===== src/rtl/serial_pkg.sv =====
// Shared types and constants for the serial transmit/receive blocks.
package serial_pkg;

  typedef enum logic [2:0] {IDLE, START, DATA, PARITY, STOP} tx_state_t;

  localparam int unsigned DATA_BITS = 8;
  localparam logic        LINE_IDLE = 1'b1;
  localparam logic        START_LVL = 1'b0;

endpackage


===== src/rtl/bit_timer.sv =====
// Bit-period timer: counts CLKS_PER_BIT cycles and ticks bit_end on the last one.
module bit_timer #(
  parameter int unsigned CLKS_PER_BIT = 4
) (
  input  logic clk,
  input  logic rst,
  input  logic restart,
  input  logic en,
  output logic bit_end
);

  localparam int unsigned CW = (CLKS_PER_BIT > 1) ? $clog2(CLKS_PER_BIT) : 1;
  localparam logic [CW-1:0] LAST = CW'(CLKS_PER_BIT - 1);

  logic [CW-1:0] cnt_q, cnt_d;

  assign bit_end = en && (cnt_q == LAST);

  always_comb begin
    cnt_d = cnt_q;
    if (restart) begin
      cnt_d = '0;
    end else if (en) begin
      cnt_d = bit_end ? '0 : cnt_q + CW'(1);
    end
  end

  always_ff @(posedge clk or posedge rst) begin
    if (rst) begin
      cnt_q <= '0;
    end else begin
      cnt_q <= cnt_d;
    end
  end

endmodule


===== src/rtl/serial_tx.sv =====
// Framed serial transmitter: start, 8 data bits LSB first, optional even parity, stop.
module serial_tx
  import serial_pkg::*;
#(
  parameter int unsigned CLKS_PER_BIT = 4,
  parameter bit          PARITY_EN    = 1'b1
) (
  input  logic       Clk,
  input  logic       Reset,
  input  logic [7:0] data_in,
  input  logic       send,
  output logic       tx_out,
  output logic       busy,
  output logic       done
);

  tx_state_t              state_q, state_d;
  logic [DATA_BITS-1:0]   shift_q, shift_d;
  logic [2:0]             idx_q, idx_d;
  logic                   parity_q, parity_d;
  logic                   tx_q, tx_d;
  logic                   busy_q, busy_d;
  logic                   done_q, done_d;
  logic                   bit_end;

  bit_timer #(
    .CLKS_PER_BIT(CLKS_PER_BIT)
  ) u_bit_timer (
    .clk    (Clk),
    .rst    (Reset),
    .restart(state_q == IDLE),
    .en     (state_q != IDLE),
    .bit_end(bit_end)
  );

  always_comb begin
    state_d  = state_q;
    shift_d  = shift_q;
    idx_d    = idx_q;
    parity_d = parity_q;
    done_d   = 1'b0;

    case (state_q)
      IDLE: begin
        if (send) begin
          state_d  = START;
          shift_d  = data_in;
          parity_d = ^data_in;
          idx_d    = '0;
        end
      end
      START: begin
        if (bit_end) state_d = DATA;
      end
      DATA: begin
        if (bit_end) begin
          if (idx_q == 3'(DATA_BITS - 1)) begin
            state_d = PARITY_EN ? PARITY : STOP;
          end else begin
            idx_d   = idx_q + 3'd1;
            shift_d = shift_q >> 1;
          end
        end
      end
      PARITY: begin
        if (bit_end) state_d = STOP;
      end
      STOP: begin
        if (bit_end) begin
          state_d = IDLE;
          done_d  = 1'b1;
        end
      end
      default: state_d = IDLE;
    endcase

    // Outputs are registered, so they are decoded from the state about to be entered.
    case (state_d)
      START:   tx_d = START_LVL;
      DATA:    tx_d = shift_d[0];
      PARITY:  tx_d = parity_d;
      default: tx_d = LINE_IDLE;
    endcase
    busy_d = (state_d != IDLE);
  end

  always_ff @(posedge Clk or posedge Reset) begin
    if (Reset) begin
      state_q  <= IDLE;
      shift_q  <= '0;
      idx_q    <= '0;
      parity_q <= 1'b0;
      tx_q     <= LINE_IDLE;
      busy_q   <= 1'b0;
      done_q   <= 1'b0;
    end else begin
      state_q  <= state_d;
      shift_q  <= shift_d;
      idx_q    <= idx_d;
      parity_q <= parity_d;
      tx_q     <= tx_d;
      busy_q   <= busy_d;
      done_q   <= done_d;
    end
  end

  assign tx_out = tx_q;
  assign busy   = busy_q;
  assign done   = done_q;

endmodule


===== config.mk =====
export PLATFORM = sky130hd
export DESIGN_NAME = serial_tx
export DESIGN_NICKNAME = d
export VERILOG_FILES = /design/src/rtl/serial_pkg.sv /design/src/rtl/bit_timer.sv /design/src/rtl/serial_tx.sv
export SDC_FILE = /design/constraint.sdc
export NUM_CORES = 1
export LEC_CHECK = 0
export BUFFER_PORTS_ARGS = -buffer_cell sky130_fd_sc_hd__buf_2
export CAP_MARGIN = 20
export CORE_ASPECT_RATIO = 0.9
export CORE_UTILIZATION = 27
export CTS_BUF_LIST = sky130_fd_sc_hd__clkbuf_4 sky130_fd_sc_hd__clkbuf_8
export CTS_CLUSTER_SIZE = 16
export DETAILED_ROUTE_END_ITERATION = 16
export PLACE_DENSITY = 0.5
export SYNTH_ARGS = -nofsm -noshare
export SYNTH_HDL_FRONTEND = slang
export SYNTH_SLANG_ARGS = --single-unit

===== constraint.sdc =====
create_clock -name Clk -period 5.4 [get_ports Clk]
set_input_delay 0.27 -clock Clk [delete_from_list [all_inputs] [get_ports Clk]]
set_output_delay 0.27 -clock Clk [all_outputs]
set_load 0.02 [all_outputs]

==> impl_metrics.py <==
metrics = {
    "layout": {
        "layout-drive-gt1-share": 0.275,
        "fillers": 379,
        "num_antenna_cells": 0,
        "nets": 117,
        "synthToLayoutAreaGrowth_pct": 13.1,
        "fin_cells": 148,
        "stdcell_area_mm2": 0.00118,
    },
    "placed_design": {
        "port_buffers": 13,
        "dpl.hpwl_mm": 1.35,
        "placed_cells": 144,
        "globalplace.congestion": 0.783,
        "placed_area_mm2": 0.00111,
    },
    "power": {
        "seqPwrFrac": 0.416,
        "p_switching_uw": 208,
        "p_total_uw": 620,
        "peakVddDrop_mv": 0.293,
        "p_comb_frac": 0.345,
        "switching_share": 0.335,
        "p_int_uw": 412,
        "clkPwrFrac": 0.239,
        "leakagePower_nw": 0.546,
        "p_per_area_mw_per_mm2": 525,
    },
    "route": {
        "first_pass_iters": 4,
        "routed_wirelength_mm": 1.79,
        "wl_per_cell_um": 12.1,
        "dr.first_iter.drc_count": 37,
        "top_layer_used": "met4",
        "antenna_left": 0,
        "wl_met1_um": 889,
        "vias_per_cell": 4.76,
        "dr_wl_met2_um": 774,
        "vias": 705,
        "drc": 0,
        "route.met3.wl_um": 109,
    },
    "sta": {
        "rsz0062_at_grt": "false",
        "max_freq_ghz": 0.524,
        "setup-tns-final_ns": 0,
        "fin_crit_sh": 0.353,
        "finalSetupViolCount": 0,
        "slew_headroom": 0.356,
        "worst_slew_pin_slew_ns": 0.964,
        "final_hold_viol_count": 0,
        "min_period_ns": 1.91,
        "skew_ns": 0.00689,
        "drv_slew": 0,
    },
    "synth": {
        "yosysMostFrequentCell": "dfrtp_1",
        "syn_avg_cell_area_um2": 11.5,
        "async_flop_share": 1.00,
        "synth_common_cells": "dfrtp_1, inv_1, xnor2_1, a222oi_1, nand2_1",
        "synth.top_cell.area_share": 0.456,
        "synthFlopType": "dfrtp_1",
        "yosys_warnings": 0,
        "synth_area_leaders": "dfrtp_1, xnor2_1, a222oi_1, ha_1, inv_1",
        "synth_xor_area_frac": 0.0588,
        "synth_edf_count": 0,
        "synth.net_count": 105,
        "yosysSeqAreaShare": 0.481,
        "syn_area_mm2": 0.00104,
        "synth_top_family_by_area": "simple AND/OR/NAND/NOR gates",
        "synth_compound_area_frac": 0.150,
        "netlist_instances": 91,
        "synth_cell_type_count": 34,
        "synth_top_area_cell": "dfrtp_1",
        "ys_seq_elements": 20,
        "synth_mux_area_frac": 0.0288,
        "synthSimpleGateAreaFrac": 0.155,
        "synthAdderAreaFrac": 0.0360,
    },
    "clock_tree": {
        "cts_tree": "built",
        "postCtsHoldBufs": 0,
        "clk_pin_slew_worst_paths_ns": 0.08,
        "post-cts-setup-buffers": 0,
        "cts-htree-levels": 1,
        "root_buffer": "clkbuf_8",
        "clk_latency_ns": 0.26,
        "clk_path_buf_depth": 2,
        "cts_made_buffers": 3,
        "cts_resized": 0,
        "cts_sinks": 20,
    },
    "worst_setup_path": {
        "r2r_setup_slack_ns": 3.49,
        "crit_path_max_incr_delay_ns": 0.88,
        "end_kind": "flip-flop",
        "arrival_ns": 2.09,
        "required_ns": 5.59,
        "path_class": "reg -> reg",
        "critPathMaxFanout": 12,
        "cp-start-kind": "flip-flop",
        "critPathSlowestCell": "nor4b_2",
        "worstPathCellList": "nor4b_2 -> a211oi_2 -> nor3b_1 -> mux2i_1",
    },
    "floorplanning": {
        "dieWidth_um": 67.5,
        "start_util": 0.282,
        "die_y_um": 61.0,
        "fp.dieArea_mm2": 0.00412,
        "rows": 21,
        "coreArea_mm2": 0.00370,
        "pin_count": 14,
    },
    "grt": {
        "grt_overflow": 0,
        "grt_pass1_vias": 718,
        "grt_max_degree": 21,
        "antenna_found_initial": 0,
        "grt_pass1_wl_mm": 3.31,
        "grt_usage": 0.111,
    },
    "min_path": {
        "min_path_type": "in -> async",
    },
    "flow_run": {
        "cap_violations": 0,
    },
    "run_status": {
        "status": "complete, no violations",
    },
}
## cells by family after synthesis
group | after synthesis
AND/OR/NAND/NOR | 25
flip-flops | 20
buffers and inverters | 16
XOR/XNOR | 7
AO/OA/AOI/OAI | 17
multiplexers | 3
adder cells (fa/ha/maj) | 3
## critical path, delay by kind of cell (launching register included)
| kind | cells | cell delay (ns) |
|---|---|---|
| AOI/OAI and AO/OA | 1 | 0.10 |
| muxes | 1 | 0.10 |
| and+or+nand+nor | 2 | 1.13 |
| DFF | 1 | 0.50 |
## worst paths after layout
check                                      from              endpoint  depth (start not counted)
setup / recovery                     state_q[1]                tx_out                          4
hold / removal                            Reset            shift_q[7]                          2
setup reg to reg                     state_q[1]                tx_out                          4
hold reg to reg            u_bit_timer.cnt_q[0]  u_bit_timer.cnt_q[0]                          1
max in group asynchronous                 Reset              idx_q[1]                          2
min in group Clk                     data_in[2]            shift_q[2]                          3
## state kept, by name (all words and copies together), names as in the netlist
register           count
u_bit_timer.cnt_q      2
busy                   1
parity_q               1
shift_q                8
idx_q                  3
state_q                3
tx_out                 1
done                   1
## cells in the final DEF (no fill, tap or decap), types with 2 or more instances in the layout
cell type / n
a222oi_1: 6
xnor2_1: 7
nor3_1: 2
nand3_1: 2
nor2_1: 3
mux2i_1: 3
o21ai_2: 2
clkbuf_8: 3
nor2b_1: 2
buf_2: 13
or2_1: 2
ha_1: 3
nand4b_1: 2
dfrtp_1: 19
nand2_1: 5
o21ai_1: 2
inv_1: 10
## power groups by stage
stage / logic, mW / clock network (mW) / registers (mW)
final: 0.214 / 0.148 / 0.258
after global routing: 0.245 / 0.161 / 0.268
after detailed placement: 0.217 / 0 / 0.261
after CTS: 0.216 / 0.154 / 0.258
after floorplan: 0.203 / 0 / 0.247
after global placement: 0.211 / 0 / 0.260
## area by class of cell
type                       count  area (µm²)  share of cell area
tap                           46        57.6              0.0488
sequential                    20         502               0.425
multi-input combinational     55         447               0.379
timing repair buffer          13        65.1              0.0551
clock buffer                   3        41.3              0.0350
inverter                      10        37.5              0.0318
clock inverter                 1        30.0              0.0255
## through the flow
step | utilization | setup slack (ns) | hold WS [ns]
after floorplan | - | 3.63 | 0.233
after global placement | 0.299 | 3.53 | 0.431
after detailed placement | 0.299 | 3.49 | 0.441
after CTS | 0.318 | 3.48 | 0.155
after global routing | 0.318 | 3.33 | 0.191
final | 0.318 | 3.49 | 0.126
## metal layers
layer  global-route usage  vias to the layer above
met1                0.142                      332
li1                     -                      345
met2                0.163                       26
met5                    0                        -
met4               0.0517                        0
met3               0.0432                        2
No activity file was read; power rests on OpenSTA's default activity.
